<file path="src/rtl/au_norm_pipe_pkg.sv">
`default_nettype none
// +------------------------------------------------------------------+
// | au_norm_pipe_pkg : shared helpers for the normalizer pipeline    |
// | Rev 1.0 - initial release                                        |
// +------------------------------------------------------------------+
package au_norm_pipe_pkg;

   // Widest one-hot vector the encoder helper accepts.
   localparam int c_max_w = 256;

   function automatic int shift_width(input int w);
      return (w < 2) ? 1 : $clog2(w);
   endfunction

   function automatic int onehot_to_bin(input logic [c_max_w-1:0] oh);
      int idx;
      idx = 0;
      for (int i = 0; i < c_max_w; i++) begin
         if (oh[i]) begin
            idx = idx | i;
         end
      end
      return idx;
   endfunction

endpackage
`default_nettype wire

</file>
<file path="src/rtl/au_norm_pipe_lead_one_det.sv">
`default_nettype none
// +------------------------------------------------------------------+
// | au_lead_one_det : one-hot marker of the most significant '1'     |
// | Rev 1.0 - initial release                                        |
// +------------------------------------------------------------------+
module au_lead_one_det #(
   parameter int WIDTH = 16,
   parameter int ARCH  = 0
) (
   input  logic [WIDTH-1:0] data,
   output logic [WIDTH-1:0] z,
   output logic             no_det
);

   generate
      if (ARCH == 0) begin : g_scan
         // Ascending scan: the last set bit seen is the leading one.
         always_comb begin
            z = '0;
            for (int i = 0; i < WIDTH; i++) begin
               if (data[i]) begin
                  z    = '0;
                  z[i] = 1'b1;
               end
            end
         end
      end else begin : g_prefix
         assign z[WIDTH-1] = data[WIDTH-1];
         for (genvar i = 0; i < WIDTH-1; i++) begin : g_bit
            assign z[i] = data[i] & ~(|data[WIDTH-1:i+1]);
         end
      end
   endgenerate

   assign no_det = ~|data;

endmodule
`default_nettype wire

</file>
<file path="src/rtl/au_norm_pipe.sv">
`default_nettype none
// +------------------------------------------------------------------+
// | au_norm_pipe : two-stage valid/ready left normalizer             |
// | Rev 1.0 - initial release                                        |
// +------------------------------------------------------------------+
module au_norm_pipe
   import au_norm_pipe_pkg::*;
#(
   parameter  int WIDTH = 16,
   parameter  int ARCH  = 0,
   localparam int SW    = shift_width(WIDTH)
) (
   input  logic             clk,
   input  logic             rst_n,
   input  logic             in_valid,
   output logic             in_ready,
   input  logic [WIDTH-1:0] in_data,
   output logic             out_valid,
   input  logic             out_ready,
   output logic [WIDTH-1:0] out_data,
   output logic [SW-1:0]    out_shift,
   output logic             out_zero
);

   logic [WIDTH-1:0]   w_z;
   logic               w_no_det;
   logic [c_max_w-1:0] w_oh_ext;
   logic [SW-1:0]      w_idx;
   logic [SW-1:0]      w_shift;
   logic               w_s2_free;
   logic               w_accept;
   logic               w_move;
   logic [WIDTH-1:0]   w_shifted;

   logic               r_s1_valid;
   logic [WIDTH-1:0]   r_s1_word;
   logic [SW-1:0]      r_s1_shift;
   logic               r_s1_zero;

   au_lead_one_det #(
      .WIDTH (WIDTH),
      .ARCH  (ARCH)
   ) u_lod (
      .data   (in_data),
      .z      (w_z),
      .no_det (w_no_det)
   );

   always_comb begin
      w_oh_ext            = '0;
      w_oh_ext[WIDTH-1:0] = w_z;
   end

   assign w_idx   = SW'(onehot_to_bin(w_oh_ext));
   assign w_shift = w_no_det ? '0 : (SW'(WIDTH-1) - w_idx);

   // Ready chain: a word may enter whenever the slot ahead drains this cycle.
   assign w_s2_free = !out_valid || out_ready;
   assign in_ready  = !r_s1_valid || w_s2_free;
   assign w_accept  = in_valid && in_ready;
   assign w_move    = r_s1_valid && w_s2_free;

   assign w_shifted = r_s1_word << r_s1_shift;

   always_ff @(posedge clk or negedge rst_n) begin
      if (!rst_n) begin
         r_s1_valid <= 1'b0;
         r_s1_word  <= '0;
         r_s1_shift <= '0;
         r_s1_zero  <= 1'b0;
      end else begin
         if (w_accept) begin
            r_s1_valid <= 1'b1;
            r_s1_word  <= in_data;
            r_s1_shift <= w_shift;
            r_s1_zero  <= w_no_det;
         end else if (w_move) begin
            r_s1_valid <= 1'b0;
         end
      end
   end

   always_ff @(posedge clk or negedge rst_n) begin
      if (!rst_n) begin
         out_valid <= 1'b0;
         out_data  <= '0;
         out_shift <= '0;
         out_zero  <= 1'b0;
      end else begin
         if (w_move) begin
            out_valid <= 1'b1;
            out_data  <= w_shifted;
            out_shift <= r_s1_shift;
            out_zero  <= r_s1_zero;
         end else if (out_ready) begin
            out_valid <= 1'b0;
         end
      end
   end

endmodule
`default_nettype wire

</file>
<file path="config.mk">
export PLATFORM = sky130hd
export DESIGN_NAME = au_norm_pipe
export DESIGN_NICKNAME = d
export VERILOG_FILES = /design/src/rtl/au_norm_pipe_pkg.sv /design/src/rtl/au_norm_pipe_lead_one_det.sv /design/src/rtl/au_norm_pipe.sv
export SDC_FILE = /design/constraint.sdc
export NUM_CORES = 1
export LEC_CHECK = 0
export CAP_MARGIN = 20
export CORE_ASPECT_RATIO = 1.25
export CORE_UTILIZATION = 30
export CTS_CLUSTER_SIZE = 20
export DETAILED_ROUTE_END_ITERATION = 8
export GPL_TIMING_DRIVEN = 0
export PLACE_DENSITY = 0.57
export SYNTH_ARGS = -nofsm -noshare
export SYNTH_HDL_FRONTEND = slang
export SYNTH_SLANG_ARGS = --single-unit
</file>
<file path="constraint.sdc">
create_clock -name clk -period 1.7 [get_ports clk]
set_input_delay 0.255 -clock clk [delete_from_list [all_inputs] [get_ports clk]]
set_output_delay 0.255 -clock clk [all_outputs]
set_load 0.03 [all_outputs]
</file>
==> flow_metrics.py, run 1 <==
metrics = {
    "cts": {
        "worst_skew_late_latency_ps": 300,
        "tritoncts.num_buffers": 5,
        "clock-root-buffer": "sky130_fd_sc_hd__clkbuf_8",
        "clkSlewWorstSetupHoldPaths_ps": 80,
        "tritoncts_num_sinks": 44,
        "cts_tree": "done",
        "max-clock-path-buffers": 2,
        "htree_levels": 2,
    },
    "synth": {
        "synth-seq-area-share": 0.4654,
        "syn_inst": 231,
        "synth_top_cell_by_area": "sky130_fd_sc_hd__dfrtp_1",
        "synth.cell_area_um2": 2366,
        "synth_largest_type_area_fraction": 0.4654,
        "synthArstFlopShare": 1.000,
        "syn_avg_cell_area_um2": 10.24,
        "synthDistinctLibCells": 36,
        "synthTopCellsByArea": "sky130_fd_sc_hd__dfrtp_1, sky130_fd_sc_hd__mux2_2, sky130_fd_sc_hd__mux2i_1",
        "post_synthesis_net_count": 251,
        "yosysWarningCount": 0,
        "synth_enable_flop_cells": 0,
        "synth_top_cells_by_count": "sky130_fd_sc_hd__dfrtp_1, sky130_fd_sc_hd__nand2_1, sky130_fd_sc_hd__mux2_2",
        "most_used_flip_flop_cell_after_synthesis": "sky130_fd_sc_hd__dfrtp_1",
        "synthMostInstantiatedCell": "sky130_fd_sc_hd__dfrtp_1",
        "ys_seq_elements": 44,
    },
    "final_layout": {
        "post-route-cell-area_um2": 3126,
        "final_layout_size_suffix_gt1_frac": 0.2056,
        "multi_input_area_um2": 1234,
        "diodes": 0,
        "final_cells": 379,
        "fill_cells": 755,
        "nets_finish": 306,
        "final_core_occ": 0.4174,
        "register_area_um2": 1104,
        "synthToLayoutAreaGrowth_pct": 32.10,
    },
    "drt": {
        "totalWireLength_um": 5767,
        "detailedRoute.firstPassIterationCount": 4,
        "drtAntennaViolNets": 0,
        "remaining_drc_errors": 0,
        "avgViaCountPerCell": 5.121,
        "drt-wirelength-per-cell_um": 15.22,
        "detailroute.via_count": 1941,
        "detail_route.iter0.violations": 126,
    },
    "power_and_ir_drop": {
        "post-layout-total-power_w": 0.003371,
        "power-per-cell-area_nw_per_um2": 1079,
        "peakVddDrop_mv": 0.4774,
        "static-leakage-power_nw": 1.292,
    },
    "worst_setup_path": {
        "cpPeakStageDelay_ps": 490,
        "r2r_setup_slack_ps": -50,
        "reg2reg_to": "out_data[14]",
        "critical_path_required_ps": 1900,
        "cp-start-kind": "register",
        "crit_buf_inv": 1,
        "worst_r2r_startpoint": "r_s1_shift[0]",
        "cp_slowest_cell": "sky130_fd_sc_hd__mux4_2",
        "reg2reg_depth": 5,
        "timing.critical_path.cells": "buf_8, mux2i_1, mux4_2, or3_1, o311ai_1",
        "crit_path_leading_delay_family": "multiplexers",
        "worstSetupEndpointType": "register",
        "timing.critical_path.depth": 5,
        "timing_worst_setup_path_type": "reg2reg",
        "timing.critical_path.fanout_max": 10,
        "critPathArrivalTime_ps": 1950,
    },
    "timing": {
        "timing_worst_slew_pin_value_ps": 510.8,
        "max_slew_margin": 0.6595,
        "skew_ps": 5.776,
        "finalWorstPathRequiredPeriod_ps": 1749,
        "grt_setup_unrepaired": "true",
        "period_utilization": 1.029,
        "finalHoldViolCount": 0,
        "finalSetupViolCount": 2,
        "setup_slack_ps": -48.61,
        "maxClockFrequency_mhz": 571.9,
        "timing.final.max_slew_violations": 0,
    },
    "global_routing": {
        "first_global_vias": 1952,
        "antenna_found_initial": 0,
        "gr-total-overflow": 0,
        "groute.usage.overall": 0.1568,
        "pin_count_of_the_biggest_net_entering_global_routing": 25,
        "first_pass_grt_wire_length_um": 9735,
    },
    "floorplan": {
        "core.rowCount": 35,
        "die_outline_area_um2": 8248,
        "design.portCount": 43,
        "die_y_um": 101.3,
        "floorplan.core_area_um2": 7488,
        "floorplan.initialDensity": 0.3160,
        "die_width_um": 81.43,
    },
    "run": {
        "max_cap_violations": 0,
    },
    "place": {
        "dpl_cell_area_um2": 2930,
        "port_buffers": 42,
        "dpl.hpwl_um": 4507,
        "place_worst_setup_slack_ps": -460.5,
        "finalWeightedCongestion": 0.8968,
        "dp_cells": 366,
    },
    "worst_hold_path": {
        "timing.hold.worst.class": "in2async",
    },
    "run_status": {
        "status": "finished, violations left",
        "failed_checks": "setup timing",
    },
}
## sequential cells by signal, summed over array words and instances, names as in the netlist
signal and flops:
r_s1_valid 1, r_s1_word 16, r_s1_shift 4, r_s1_zero 1, out_data 16, out_valid 1, out_shift 4, out_zero 1
## through the flow
step	hold slack [ps]	TNS, ps
after floorplan	-40.59	-0.1715
after global placement	466.1	-39620
after detailed placement	249.3	-4069
after CTS	464.7	-43.84
after global routing	495.0	-364.3
final	452.2	-62.60
## logic make-up after synthesis
group	Yosys count	share of synthesized area
buffers and inverters	17	0.03490
AO/OA/AOI/OAI	48	0.1253
multiplexers	44	0.2258
AND/OR/NAND/NOR	78	0.1486
flip-flops	44	0.4654
## cell usage in the layout, fill, tap and decap left out, drive strengths merged, types with 3 or more instances in the layout
cell	count
a21oi	7
a31oi	6
buf	11
clkbuf	16
clkdlybuf4s50	40
dfrtp	44
inv	3
mux2	22
mux2i	17
mux4	5
nand2	39
nand2b	5
nand3	3
nand3b	3
nor2	14
nor3	4
nor4	3
o21ai	19
o22ai	3
## worst max path at each step
stage,startpoint,endpoint,slack [ps]
CTS,r_s1_shift[0],out_data[14],-40
finish,r_s1_shift[0],out_data[14],-50
floorplan,out_valid,r_s1_word[11],-0.03
global route,r_s1_shift[0],out_data[14],-120
detailed placement,in_data[7],r_s1_shift[0],-460
global placement,rst_n,out_valid,-970
## layer usage
layer | part of all wire | vias to the layer above | track usage
li1 | - | 946 | -
met1 | 0.45 | 937 | 0.2003
met2 | 0.50 | 48 | 0.2583
met3 | 0.034 | 10 | 0.03063
met4 | 0.022 | 0 | 0.06044
met5 | 0 | - | 0
## power by group
part	switching, W	total [W]	internal, W	leakage (nW)
sequential	0.000138	0.00138	0.00124	0.534
clock	0.000335	0.000667	0.000331	0.0455
combinational	0.000709	0.00133	0.000618	0.713
total	0.00118	0.00337	0.00219	1.29
## timing repair
item / CTS / global route
setup endpoints to repair: 12 / 12
hold endpoints to repair: 20 / 0
pin swaps: 0 / 5
setup buffers: 1 / 3
resized for setup: 11 / 13
hold buffers: 1 / 0
## area by class of cell
class,instances,share of cell area
plain buffers,13,0.02882
clock buffers,8,0.02882
inverters,4,0.006005
multi-input cells,170,0.3947
flip-flops and latches,44,0.3531
well taps,92,0.03683
repair buffers,48,0.1517
No activity file was read; power rests on OpenSTA's default activity.
==> run 2: changes to the inputs <==
- SYNTH_HIERARCHICAL: default -> 1
- clock period: 1.7 -> 1.55 ns (I/O delays scaled with it)
==> flow_metrics.py, run 2 <==
metrics = {
    "cts": {
        "tritoncts.num_buffers": 5,
        "htree_levels": 2,
        "clock-root-buffer": "sky130_fd_sc_hd__clkbuf_8",
        "cts_tree": "done",
        "tritoncts_num_sinks": 44,
        "max-clock-path-buffers": 2,
        "clkSlewWorstSetupHoldPaths_ps": 80,
        "worst_skew_late_latency_ps": 300,
    },
    "global_routing": {
        "antenna_found_initial": 0,
        "first_pass_grt_wire_length_um": 10520,
        "globalRouteMet2Util": 0.2661,
        "pin_count_of_the_biggest_net_entering_global_routing": 24,
        "global_route.peak_usage_layer": "met2",
        "groute.usage.overall": 0.1513,
        "met3_usage": 0.01958,
        "grt_util_met1": 0.1888,
        "first_global_vias": 1986,
        "gr-total-overflow": 0,
    },
    "place": {
        "dp_cells": 367,
        "dpl.hpwl_um": 4902,
        "port_buffers": 42,
        "dpl_cell_area_um2": 3232,
        "finalWeightedCongestion": 0.8240,
        "place_worst_setup_slack_ps": -704.6,
    },
    "floorplan": {
        "die_y_um": 105.8,
        "die_width_um": 85.07,
        "floorplan.initialDensity": 0.3122,
        "floorplan.core_area_um2": 8287,
        "core.rowCount": 37,
        "die_outline_area_um2": 9002,
        "design.portCount": 43,
    },
    "run": {
        "max_cap_violations": 0,
    },
    "final_layout": {
        "nets_finish": 302,
        "diodes": 0,
        "commonest_non_fill_non_tap_cell_in_the_layout": "sky130_fd_sc_hd__dfrtp_1",
        "fill_cells": 811,
        "biggestRegsByFlops": "out_data (16), r_s1_word (16)",
        "commonest_non_fill_non_tap_cells_in_the_layout": "sky130_fd_sc_hd__dfrtp_1, sky130_fd_sc_hd__nand2_1, sky130_fd_sc_hd__dlygate4sd2_1, sky130_fd_sc_hd__mux2_4",
        "final_cells": 380,
        "final_layout_size_suffix_gt1_frac": 0.3039,
        "synthToLayoutAreaGrowth_pct": 33.66,
        "post-route-cell-area_um2": 3458,
    },
    "drt": {
        "avgViaCountPerCell": 5.321,
        "drtAntennaViolNets": 0,
        "detail_route.iter0.violations": 109,
        "remaining_drc_errors": 0,
        "drt-wirelength-per-cell_um": 16.89,
        "detailedRoute.firstPassIterationCount": 4,
        "totalWireLength_um": 6420,
        "detailroute.via_count": 2022,
    },
    "synth": {
        "yosysWarningCount": 6,
        "post_synthesis_net_count": 247,
        "synth.cell_area_um2": 2587,
        "syn_avg_cell_area_um2": 11.40,
        "syn_inst": 227,
    },
    "timing": {
        "timing.final.max_slew_violations": 0,
        "period_utilization": 1.038,
        "setup_slack_ps": -59.47,
        "max_slew_margin": 0.6437,
        "finalSetupViolCount": 8,
        "maxClockFrequency_mhz": 621.3,
        "grt_setup_unrepaired": "true",
        "skew_ps": 7.180,
        "finalWorstPathRequiredPeriod_ps": 1609,
        "finalHoldViolCount": 0,
        "timing_worst_slew_pin_value_ps": 534.4,
    },
    "worst_setup_path": {
        "worstSetupEndpointType": "register",
        "cp_slowest_cell": "sky130_fd_sc_hd__mux4_1",
        "crit_buf_inv": 1,
        "critical_path_required_ps": 1750,
        "worst_r2r_startpoint": "r_s1_shift[1]",
        "timing_worst_setup_path_type": "reg2reg",
        "cp-start-kind": "register",
        "critPathArrivalTime_ps": 1810,
        "cpPeakStageDelay_ps": 550,
        "crit_path_leading_delay_family": "multiplexers",
        "timing.critical_path.fanout_max": 5,
        "timing.critical_path.cells": "buf_6, mux4_1, mux2_4, a22o_1",
        "setup.worst_path.start": "r_s1_shift[1]",
    },
    "run_status": {
        "failed_checks": "setup timing",
        "status": "finished, violations left",
    },
    "power_and_ir_drop": {
        "peakVddDrop_mv": 0.3730,
        "power-per-cell-area_nw_per_um2": 1190,
        "power.share.combinational": 0.410,
        "pwr-share-clk": 0.212,
        "power.share.switching": 0.3628,
        "internal_power_w": 0.002623,
        "seq_power_share": 0.378,
        "power_switching_w": 0.001493,
        "static-leakage-power_nw": 1.539,
    },
    "worst_hold_path": {
        "hold_start": "in_data[14]",
        "timing.hold.worst.class": "in2reg",
    },
}
==> run 2: area by class of cell <==
cell class	instances	area (um^2)	share of cell area
timing repair buffer	49	464.2	0.1342
inverter	1	3.754	0.001085
clock buffer	6	72.57	0.02098
multi-input combinational	166	1520	0.4396
sequential	44	1102	0.3187
clock inverter	2	35.03	0.01013
buffer	15	138.9	0.04016
tap	97	121.4	0.03509
==> run 2: worst paths after layout <==
| check | to | slack (ps) | cells after the start |
|---|---|---|---|
| setup reg to reg | out_data[7] | -60 | 4 |
| hold reg to reg | out_data[0] | 460 | 2 |
| setup / recovery | out_data[7] | -60 | 4 |
| max in group asynchronous | out_data[12] | 610 | 3 |
| hold / removal | r_s1_word[14] | 290 | 2 |
| min in group asynchronous | out_shift[0] | 440 | 2 |
==> run 2: through the flow <==
stage	util	power (W)	hold WS (ps)	setup TNS, ps
after floorplan	-	0.002653	-63.09	-1163
after global placement	0.3873	0.003257	453.8	-51640
after detailed placement	0.3900	0.003284	250.1	-10300
after CTS	0.4120	0.004118	355.5	-365.0
after global routing	0.4173	0.004332	307.0	-814.4
final	0.4173	0.004117	295.0	-269.9
==> run 2: repair_timing <==
action	4_1_cts	5_1_grt
buffers inserted	2	2
hold buffers	1	0
cloned	1	0
gates resized for setup	51	20
endpoints found under the hold margin	21	0
endpoints found under the setup margin	42	19
pin swaps	11	6
==> run 2: worst reg2reg max path, stage by stage (launching register included) <==
cell	delay, ps
sky130_fd_sc_hd__dfrtp_1	340
sky130_fd_sc_hd__buf_6	130
sky130_fd_sc_hd__mux4_1	550
sky130_fd_sc_hd__mux2_4	300
sky130_fd_sc_hd__a22o_1	180
==> run 2: power groups by stage <==
stage / clock network [W] / registers [W] / logic (W)
4_1_cts: 0.000898 / 0.00156 / 0.00166
2_1_floorplan: 0 / 0.00185 / 0.000808
3_5_place_dp: 0 / 0.00158 / 0.00170
3_3_place_gp: 0 / 0.00157 / 0.00168
6_report: 0.000874 / 0.00155 / 0.00169
5_1_grt: 0.000941 / 0.00160 / 0.00180
==> run 2: per-layer routing <==
layer / share of wire / wire length [um]
met3: 0.029 / 188
met1: 0.44 / 2795
met2: 0.52 / 3340
met4: 0.015 / 95
met5: 0 / 0
==> run 3: changes to the inputs <==
- CORE_UTILIZATION: 30 -> 36
- PLACE_DENSITY: 0.57 -> 0.65
==> flow_metrics.py, run 3 (synthesis results as in run 2) <==
metrics = {
    "cts": {
        "tritoncts_num_sinks": 44,
        "clkSlewWorstSetupHoldPaths_ps": 80,
        "worst_skew_late_latency_ps": 300,
        "htree_levels": 2,
        "tritoncts.num_buffers": 5,
        "cts_tree": "done",
        "max-clock-path-buffers": 2,
        "clock-root-buffer": "sky130_fd_sc_hd__clkbuf_8",
    },
    "worst_hold_path": {
        "timing.hold.worst.class": "in2reg",
    },
    "power_and_ir_drop": {
        "static-leakage-power_nw": 1.563,
        "power-per-cell-area_nw_per_um2": 1186,
        "peakVddDrop_mv": 0.5190,
    },
    "final_layout": {
        "commonest_non_fill_non_tap_cell_in_the_layout": "sky130_fd_sc_hd__dfrtp_1",
        "commonest_non_fill_non_tap_cells_in_the_layout": "sky130_fd_sc_hd__dfrtp_1, sky130_fd_sc_hd__nand2_1, sky130_fd_sc_hd__dlygate4sd2_1, sky130_fd_sc_hd__mux4_2, sky130_fd_sc_hd__mux2_4",
        "nets_finish": 304,
        "final_cells": 375,
        "synthToLayoutAreaGrowth_pct": 34.53,
        "final_core_occ": 0.4989,
        "final_layout_size_suffix_gt1_frac": 0.3193,
        "diodes": 0,
        "biggestRegsByFlops": "out_data (16), r_s1_word (16)",
    },
    "floorplan": {
        "die_outline_area_um2": 7533,
        "die_width_um": 77.83,
        "die_y_um": 96.79,
        "core.rowCount": 34,
        "floorplan.initialDensity": 0.3709,
        "floorplan.core_area_um2": 6977,
        "design.portCount": 43,
    },
    "drt": {
        "detail_route.iter0.violations": 141,
        "avgViaCountPerCell": 5.477,
        "detailedRoute.firstPassIterationCount": 4,
        "detailroute.via_count": 2054,
        "drt-wirelength-per-cell_um": 16.98,
        "remaining_drc_errors": 0,
        "totalWireLength_um": 6366,
        "drtAntennaViolNets": 0,
    },
    "timing": {
        "skew_ps": 10.49,
        "finalSetupViolCount": 5,
        "period_utilization": 1.027,
        "setup_slack_ps": -41.68,
        "fin_worst_hold_slack_ps": 270.7,
        "timing.final.max_slew_violations": 0,
        "max_slew_margin": 0.6090,
        "maxClockFrequency_mhz": 628.3,
        "finalHoldViolCount": 0,
        "timing_worst_slew_pin_value_ps": 578.3,
        "grt_setup_unrepaired": "true",
        "finalWorstPathRequiredPeriod_ps": 1592,
    },
    "place": {
        "finalWeightedCongestion": 0.8484,
        "dp_cells": 360,
        "place_worst_setup_slack_ps": -751.8,
        "dpl.hpwl_um": 4659,
        "port_buffers": 42,
    },
    "worst_setup_path": {
        "timing_worst_setup_path_type": "reg2reg",
        "critPathArrivalTime_ps": 1770,
        "timing.critical_path.fanout_max": 6,
        "worstSetupEndpointType": "register",
        "critical_path_required_ps": 1730,
        "cp-start-kind": "register",
    },
    "run_status": {
        "failed_checks": "setup timing",
        "status": "finished, violations left",
    },
    "global_routing": {
        "antenna_found_initial": 0,
        "gr-total-overflow": 0,
        "groute.usage.overall": 0.1859,
        "first_pass_grt_wire_length_um": 10900,
        "pin_count_of_the_biggest_net_entering_global_routing": 25,
        "first_global_vias": 2138,
    },
    "run": {
        "max_cap_violations": 0,
    },
}
-- run 3: changes by cell type in the layout (fill, tap and decap cells not counted), sizes merged --
cell,delta
clkdlybuf4s50,-1
clkdlybuf4s15,+1
dlygate4sd2,-1
buf,+1
dlymetal6s2s,+2
-- run 3: what timing repair did --
action	4_1_cts	5_1_grt
setup buffers	3	3
pin swaps	9	7
endpoints found under the setup margin	42	24
hold buffers	1	0
resized for setup	56	20
endpoints found under the hold margin	20	0
gates cloned	1	0
-- run 3: path summary, 6_finish.rpt --
kind / cells past startpoint / slack, ps / from / endpoint
max reg2reg: 5 / -40 / r_s1_shift[0] / out_data[12]
max in group asynchronous: 3 / 620 / rst_n / out_valid
min in group asynchronous: 2 / 440 / rst_n / out_zero
min reg2reg: 2 / 460 / out_data[0] / out_data[0]
max: 5 / -40 / r_s1_shift[0] / out_data[12]
min: 2 / 270 / in_data[10] / r_s1_word[10]
-- run 3: layer usage --
layer	vias up	GRT usage	share of wire
met4	0	0.07257	0.012
met2	53	0.3159	0.53
li1	966	-	-
met5	-	0	0
met3	8	0.02642	0.043
met1	1027	0.2363	0.42
-- run 3: where the power goes --
part           internal, W  switching, W  total (W)
clock             0.000479      0.000393   0.000871
sequential         0.00138      0.000177    0.00155
combinational     0.000779      0.000923    0.00170
total              0.00263       0.00149    0.00413
-- run 3: critical path, stage by stage (launching register included) --
cell,delay (ps)
sky130_fd_sc_hd__dfrtp_1,350
sky130_fd_sc_hd__buf_6,150
sky130_fd_sc_hd__mux4_2,530
sky130_fd_sc_hd__nor2b_1,150
sky130_fd_sc_hd__a211oi_2,220
sky130_fd_sc_hd__nor3_2,70
-- run 3: layout make-up --
type	count	area, um^2
timing repair buffer	51	490.5
tap	90	112.6
fill	659	3496
inverter	1	3.754
multi-input combinational	166	1521
buffer	15	142.6
sequential	44	1102
clock inverter	2	35.03
clock buffer	6	72.57
-- run 3: through the flow --
stage                     instance area, um^2  total power, W  setup TNS [ps]
after floorplan                          2668        0.002653           -1163
after global placement                   3201        0.003244          -47870
after detailed placement                 3223        0.003273          -10030
after CTS                                3428        0.004126          -279.5
after global routing                     3481        0.004360          -944.1
final                                    3481        0.004127          -184.9
